`src/rtl/fuzzy_pkg.sv`:
```
// Shared types for the fuzzy controller chain (defuzz output and PWM actuator).
package fuzzy_pkg;
  typedef logic [7:0] pct_t;
  localparam pct_t G_MAX     = 8'd100;
  localparam int   PWM_STEPS = 100;
endpackage

```
`src/rtl/duty_slew.sv`:
```
// Next-duty selection applied at each PWM latch.
// With PWM_SLEW_EN defined the duty steps toward the target by at most SLEW_STEP.
module duty_slew
  import fuzzy_pkg::*;
#(
  parameter int SLEW_STEP = 2
) (
  input  pct_t cur,
  input  pct_t tgt,
  output pct_t nxt
);
`ifdef PWM_SLEW_EN
  localparam pct_t STEP = pct_t'(SLEW_STEP);
  pct_t diff;
  logic up;

  always_comb begin
    up   = tgt > cur;
    diff = up ? tgt - cur : cur - tgt;
    if (diff > STEP) nxt = up ? cur + STEP : cur - STEP;
    else             nxt = tgt;
  end
`else
  logic unused_slew;
  assign unused_slew = ^{cur, pct_t'(SLEW_STEP)};
  assign nxt = tgt;
`endif
endmodule

```
`src/rtl/pwm_actuator.sv`:
```
// Fixed-frequency PWM drive from the defuzzified effort, duty latched once per period.
// Optional slew limiting of the latched duty is enabled by defining PWM_SLEW_EN.
module pwm_actuator
  import fuzzy_pkg::*;
#(
  parameter int CLK_DIV   = 10,
  parameter int SLEW_STEP = 2
) (
  input  logic       clk,
  input  logic       rst,
  input  logic       en,
  input  logic [7:0] g_target,
  output logic       pwm_out,
  output logic [7:0] duty,
  output logic       period_start,
  output logic       clamped
);
  localparam int               DIV_W    = (CLK_DIV > 1) ? $clog2(CLK_DIV) : 1;
  localparam logic [DIV_W-1:0] DIV_LAST = DIV_W'(CLK_DIV - 1);
  localparam pct_t             PWM_LAST = pct_t'(PWM_STEPS - 1);

  logic [DIV_W-1:0] div_cnt_q, div_cnt_d;
  pct_t pwm_cnt_q, pwm_cnt_d, duty_q, duty_d, duty_nxt, tgt;
  logic en_q, pwm_out_q, pwm_out_d, period_start_q, period_start_d, clamped_q, clamped_d;
  logic tick, start, wrap, latch;

  assign tgt = (g_target > G_MAX) ? G_MAX : g_target;

  duty_slew #(.SLEW_STEP(SLEW_STEP)) u_slew (
    .cur(duty_q),
    .tgt(tgt),
    .nxt(duty_nxt)
  );

  always_comb begin
    tick  = en && (div_cnt_q == DIV_LAST);
    start = en && !en_q;
    wrap  = tick && (pwm_cnt_q == PWM_LAST);
    latch = start || wrap;

    // Disabled: everything but clamped collapses to 0, so re-enable soft-starts.
    div_cnt_d      = '0;
    pwm_cnt_d      = '0;
    duty_d         = '0;
    pwm_out_d      = 1'b0;
    period_start_d = 1'b0;
    clamped_d      = clamped_q;
    if (en) begin
      if (!start) begin
        div_cnt_d = tick ? '0 : div_cnt_q + 1'b1;
        pwm_cnt_d = !tick ? pwm_cnt_q : (wrap ? '0 : pwm_cnt_q + 1'b1);
      end
      duty_d         = latch ? duty_nxt : duty_q;
      clamped_d      = latch ? (g_target > G_MAX) : clamped_q;
      period_start_d = latch;
      pwm_out_d      = pwm_cnt_q < duty_q;
    end
  end

  always_ff @(posedge clk) begin
    if (rst) begin
      div_cnt_q      <= '0;
      pwm_cnt_q      <= '0;
      duty_q         <= '0;
      en_q           <= 1'b0;
      pwm_out_q      <= 1'b0;
      period_start_q <= 1'b0;
      clamped_q      <= 1'b0;
    end else begin
      div_cnt_q      <= div_cnt_d;
      pwm_cnt_q      <= pwm_cnt_d;
      duty_q         <= duty_d;
      en_q           <= en;
      pwm_out_q      <= pwm_out_d;
      period_start_q <= period_start_d;
      clamped_q      <= clamped_d;
    end
  end

  assign pwm_out      = pwm_out_q;
  assign duty         = duty_q;
  assign period_start = period_start_q;
  assign clamped      = clamped_q;
endmodule
```
`config.mk`:
```
export PLATFORM = sky130hd
export DESIGN_NAME = pwm_actuator
export DESIGN_NICKNAME = d
export VERILOG_FILES = /design/src/rtl/fuzzy_pkg.sv /design/src/rtl/duty_slew.sv /design/src/rtl/pwm_actuator.sv
export SDC_FILE = /design/constraint.sdc
export NUM_CORES = 1
export LEC_CHECK = 0
export ABC_AREA = 1
export BUFFER_PORTS_ARGS = -buffer_cell sky130_fd_sc_hd__buf_2
export CAP_MARGIN = 40
export CORE_UTILIZATION = 50
export CTS_BUF_LIST = sky130_fd_sc_hd__clkbuf_2
export DETAILED_ROUTE_END_ITERATION = 8
export GPL_ROUTABILITY_DRIVEN = 0
export PLACE_DENSITY = 0.72
export REMOVE_ABC_BUFFERS = 1
export SETUP_SLACK_MARGIN = 0.5
export SLEW_MARGIN = 10
export SYNTH_ARGS = -nofsm -noshare
export SYNTH_HDL_FRONTEND = slang
export SYNTH_SLANG_ARGS = --single-unit
```
`constraint.sdc`:
```
create_clock -name clk -period 2 [get_ports clk]
set_clock_uncertainty 0.2 [all_clocks]
set_input_delay 0.4 -clock clk [delete_from_list [all_inputs] [get_ports clk]]
set_output_delay 0.4 -clock clk [all_outputs]
set_load 0.01 [all_outputs]
```
* Word-level counts from Yosys, hierarchy flattened
Cells that the tools add are included.
** Word-level totals
- Bits in registers :: 24
- Input bits :: 11
- Output and inout port bits :: 11
- Word-level logic and storage cells :: 25
** Cells by class
- Add/sub/neg operators :: 2
- $lt $le $gt $ge :: 2
- Equal/unequal tests :: 2
- Mux-type cells :: 2
- Bitwise operators :: 1
- Reductions and logical operators :: 9
** Operator list (number)
- 8-bit 2-to-1 mux :: 2
- 8-bit by 1-bit adder with 8-bit output (second input constant) :: 1
- 8-bit by 7-bit equality test with 1-bit output (second input constant) :: 1
- 8-bit by 7-bit greater-than comparator with 1-bit output (second input constant) :: 1
- 8-bit < comparator :: 1
- 4-bit by 1-bit adder with 4-bit output (second input constant) :: 1
- 4-bit equality test (second input constant) :: 1
- 4-bit OR reduction :: 1
- 1-bit logical AND :: 3
- 3-bit OR reduction :: 1
- 2-bit AND reduction :: 1
- 2-bit OR reduction :: 1
- 1-bit logical NOT :: 1
- 1-bit logical OR :: 1
- 1-bit NOT :: 1

* Logic depth before layout (Yosys ltp)
- Word-level depth :: 5
- Depth in mapped cells :: 10
- Mapped depth without buffers :: 10

* Cells and area by module
A second synthesis with hierarchy kept.
** Second synthesis, totals
- Cell total of the unflattened synthesis :: 201
- Area total of the unflattened synthesis :: 1460.2 sq um
** By module, submodules not included
- pwm_actuator :: times used 1, cells each 193, area an instance 1400.1 sq um, seq. area each 480.5 sq um
- duty_slew :: times used 1, cells each 8, area an instance 60.1 sq um, seq. area each 0.0 sq um

* Worst setup path after synthesis
No wires, ideal clock.
- Path kind :: reg-to-reg
- Start :: register pwm_cnt_q[1]
- End :: register duty_q[0], in the netlist duty[0]
- Setup time :: 0.113 ns
- Arrival time :: 1.248 ns
- Data required time :: 1.687 ns
- Slack :: 0.438 ns
- Cell stages (with the launch flop) :: 9
- Path buffers :: 0
- Clock period less this slack :: 1.562 ns
- Cells stage by stage :: dfxtp_1 ha_1 nand2_1 nor2_2 nand3_4 nand2_8 nand2_2 nand2_2 nor2_1
** Between the ends
- Cells in the longest elaborated chain, start to end :: 3
** Ends and longest elaborated chain
- start: declaration :: RTL line pwm_actuator.sv:23 : pct_t pwm_cnt_q, pwm_cnt_d, duty_q, duty_d, duty_nxt, tgt;
- start signal: assignment :: RTL line pwm_actuator.sv:71 : pwm_cnt_q <= pwm_cnt_d;
- 8-bit by 7-bit equality test with 1-bit output :: RTL line pwm_actuator.sv:38 : wrap = tick && (pwm_cnt_q == PWM_LAST);
- 1-bit logical AND :: RTL line pwm_actuator.sv:38
- 1-bit logical OR :: RTL line pwm_actuator.sv:39 : latch = start || wrap;
- end signal: assignment :: RTL line pwm_actuator.sv:72 : duty_q <= duty_d;
- end: declaration :: RTL line pwm_actuator.sv:23
No other way between the ends.
A chain may end at the register's enable or synchronous reset.

* Worst setup path in the final report
- Start :: register duty_q[3], in the netlist duty[3]
- End :: output port duty[3]
** RTL lines
- end: declaration :: RTL line pwm_actuator.sv:14 : output logic [7:0] duty,
No word-level cell between the ends.

==> metrics.md <==
| Metric | Value |
|---|---|
| Worst path slowest cell | `dfxtp_1` |
| Mapped Cells | `195` |
| Final #Nets | `260` |
| Die area | `2990 um2` |
| CTS clk-pin slew, worst paths | `0.24 ns` |
| Clk_lat worst skew | `0.35 ns` |
| Share of cells above drive strength 1 | `40.8%` |
| CP Buf/Inv Count | `1` |
| DRC errors left | `0` |
| Crit path kind | `reg2out` |
| Die Wd | `54.7 um` |
| Setup TNS | `0 ns` |
| Syn_area_per_cell | `7.11 um2` |
| Crit share post-route | `77.6%` |
| Final Hold Viols | `0` |
| Worst Path Max Fanout | `3` |
| Max Slew Vio Count | `0` |
| Routed vias/inst | `5.09` |
| Worst hold path class | `in2reg` |
| Initial antenna violation count | `0` |
| Post-Route WL | `3420 um` |
| Crit path max-delay family | `flip-flops` |
| Unrepaired setup endpoints after global routing | `true` |
| Crit-path cells | `buf_2` |
| Pwr Density | `496 nW/um2` |
| Largest net degree at the start of global routing | `15` |
| Critical Path RT | `1.40 ns` |
| Crit. End Element | `output port` |
| Sequential-to-total area share from yosys stat | `34.7%` |
| Initial Util | `54.5%` |
| Flops & latches, synth | `24` |
| First-pass GRT wire length | `5160 um` |
| CTS sink count | `24` |
| Area growth, synth to finish | `36.6%` |
| Initial DRC Count | `44` |
| Final setup fails | `0` |
| Clock Tree Buf Depth | `2` |
| H-tree depth | `1` |
| Met3 global-route usage | `3.06%` |
| Slew at the pin with the worst max-slew slack | `0.478 ns` |
| Post-synthesis cell type count | `25` |
| Inst Count DP | `246` |
| Max_slew headroom | `68.0%` |
| CTS tree | `done` |
| Peak supply drop | `0.000490 V` |
| MaxCap Viol Count | `0` |
| FMAX | `645 MHz` |
| HPWL after detailed placement | `2240 um` |
| Core Util, Final | `74.4%` |
| Tot GR Track Use | `24.0%` |
| Antenna Nets Post-Route | `0` |
| Crit path DAT | `0.95 ns` |
| Vias in the first global route | `1250` |
| Via Count | `1365` |
| Port Buf Inserts | `21` |
| Status | `finished, final reports clean` |
| Wire per inst | `12.8 um` |
| Met1 Use GR | `29.7%` |
| Largest cells by area after synthesis | `dfxtp_1 (35%), nand2_1 (13%), ha_1 (9.0%), inv_1 (8.1%), nor2_1 (6.0%)` |
| Rows | `18` |
| IO Pins | `22` |
| Leakage | `0.870 nW` |
| Met2 usage | `42.0%` |
| Die height | `54.7 um` |
| Worst Setup Start Kind | `register` |
| Fraction of post-synthesis cell area in the top cell type by area | `34.7%` |
| Busiest layer in global routing | `met2` |
| CTS Root Buffer Type | `clkbuf_2` |
| Delay of the slowest cell on the worst path | `0.45 ns` |
| Yosys top cell by area | `dfxtp_1` |
| Core Footprint | `2540 um2` |
| Minimum clock period | `1.55 ns` |
| Finished Layout Cells | `268` |
| Number of antenna diodes | `0` |
| Global route total overflow | `0` |
| Mapped Area | `1390 um2` |
| Pre-Repair DR Iteration Count | `6` |
| YS warnings | `0` |
| Total CTS buffers | `3` |
per-stage QoR:
stage                     setup slack (ns)  hold slack [ns]  area [um2]  total power [mW]
after floorplan                      0.438            0.234        1390             0.562
after global routing                 0.371           0.0884        1890             0.972
final                                0.449           0.0795        1890             0.939
after CTS                            0.447           0.0699        1810             0.929
after detailed placement             0.303            0.269        1530             0.596
after global placement               0.369            0.245        1530             0.593
cell usage after synthesis:
| library cell | n |
|---|---|
| a21boi_0 | 1 |
| a21oi_1 | 11 |
| dfxtp_1 | 24 |
| ha_1 | 10 |
| inv_1 | 30 |
| inv_2 | 1 |
| nand2_1 | 47 |
| nand2_2 | 7 |
| nand2_4 | 1 |
| nand2_8 | 1 |
| nand3_1 | 15 |
| nand3_4 | 1 |
| nand3b_1 | 1 |
| nand4_1 | 2 |
| nor2_1 | 22 |
| nor2_2 | 3 |
| nor2_8 | 1 |
| nor3_1 | 2 |
| nor3_4 | 1 |
| nor3b_1 | 3 |
| o21a_1 | 1 |
| o21ai_0 | 6 |
| o21bai_1 | 2 |
| or2_2 | 1 |
| xnor2_1 | 1 |
cells by family (layout without fill, tap and decap cells):
family                   Yosys count  after routing  synth area share [%]
AND/OR/NAND/NOR                  108            108                  39.0
buffers and inverters             31             74                  8.39
flip-flops                        24             24                  34.7
AO/OA/AOI/OAI                     21             21                  8.30
adder cells (fa/ha/maj)           10             10                  9.03
XOR/XNOR                           1              1                 0.632
cells in the final DEF, fill, tap and decap left out, types with 4 or more instances in the layout:
cell	instances
ha_1	7
buf_4	10
dfxtp_2	17
nor2_1	21
inv_1	26
nand2_1	40
nand3_1	12
dfxtp_1	7
a21oi_1	10
buf_6	11
buf_2	17
nand2_2	11
inv_2	4
nand2_4	4
power breakdown:
group / leakage [nW] / internal [mW] / switching, mW
combinational: 0.640 / 0.0545 / 0.0675
clock: 0.0266 / 0.172 / 0.148
sequential: 0.203 / 0.490 / 0.00761
layer usage:
| layer | routed length [um] | vias to the layer above | part of all wire, % |
|---|---|---|---|
| li1 | - | 700 | - |
| met1 | 1550 | 625 | 45 |
| met2 | 1710 | 36 | 50 |
| met3 | 133 | 4 | 3.9 |
| met4 | 23 | 0 | 0.67 |
| met5 | 0 | - | 0 |
worst register-to-register path, cell delays in order, from the launching register on:
cell     delay (ns)
dfxtp_2        0.41
ha_4           0.16
nand2_4        0.05
nor2_4         0.09
nand3_4        0.13
nand2_8        0.12
buf_6          0.13
nand2_2        0.04
nand2_1        0.05
inv_1          0.04
nor2_1         0.07
flip-flops by register name, summed over array words and instances (netlist names):
| signal | count |
|---|---|
| clamped | 1 |
| pwm_cnt_q | 8 |
| div_cnt_q | 4 |
| period_start | 1 |
| en_q | 1 |
| pwm_out | 1 |
| duty | 8 |
worst paths after layout:
kind,startpoint,to,slack (ns),cells after the start
setup reg to reg,pwm_cnt_q[1]$_SDFFE_PP0P_,duty[3]$_SDFFE_PP0P_,0.47,10
hold / removal,g_target[2],duty[2]$_SDFFE_PP0P_,0.08,3
hold reg to reg,duty[7]$_SDFFE_PP0P_,duty[7]$_SDFFE_PP0P_,0.30,2
setup / recovery,duty[3]$_SDFFE_PP0P_,duty[3],0.45,1
timing repair:
item,4_1_cts,5_1_grt
endpoints found under the setup margin,26,32
gates cloned,0,0
pin swaps,14,7
hold endpoints to repair,1,0
gates resized for setup,38,22
setup buffers,15,2
hold buffers,1,0
cell type report:
cell class                      count  area (um2)
Multi-Input combinational cell    140         895
Fill cell                         208         652
Sequential cell                    24         502
Timing Repair Buffer               39         294
Inverter                           31         120
Tap cell                           30        37.5
Clock inverter                      1        30.0
Clock buffer                        3        15.0
No activity file was read; power rests on OpenSTA's default activity.
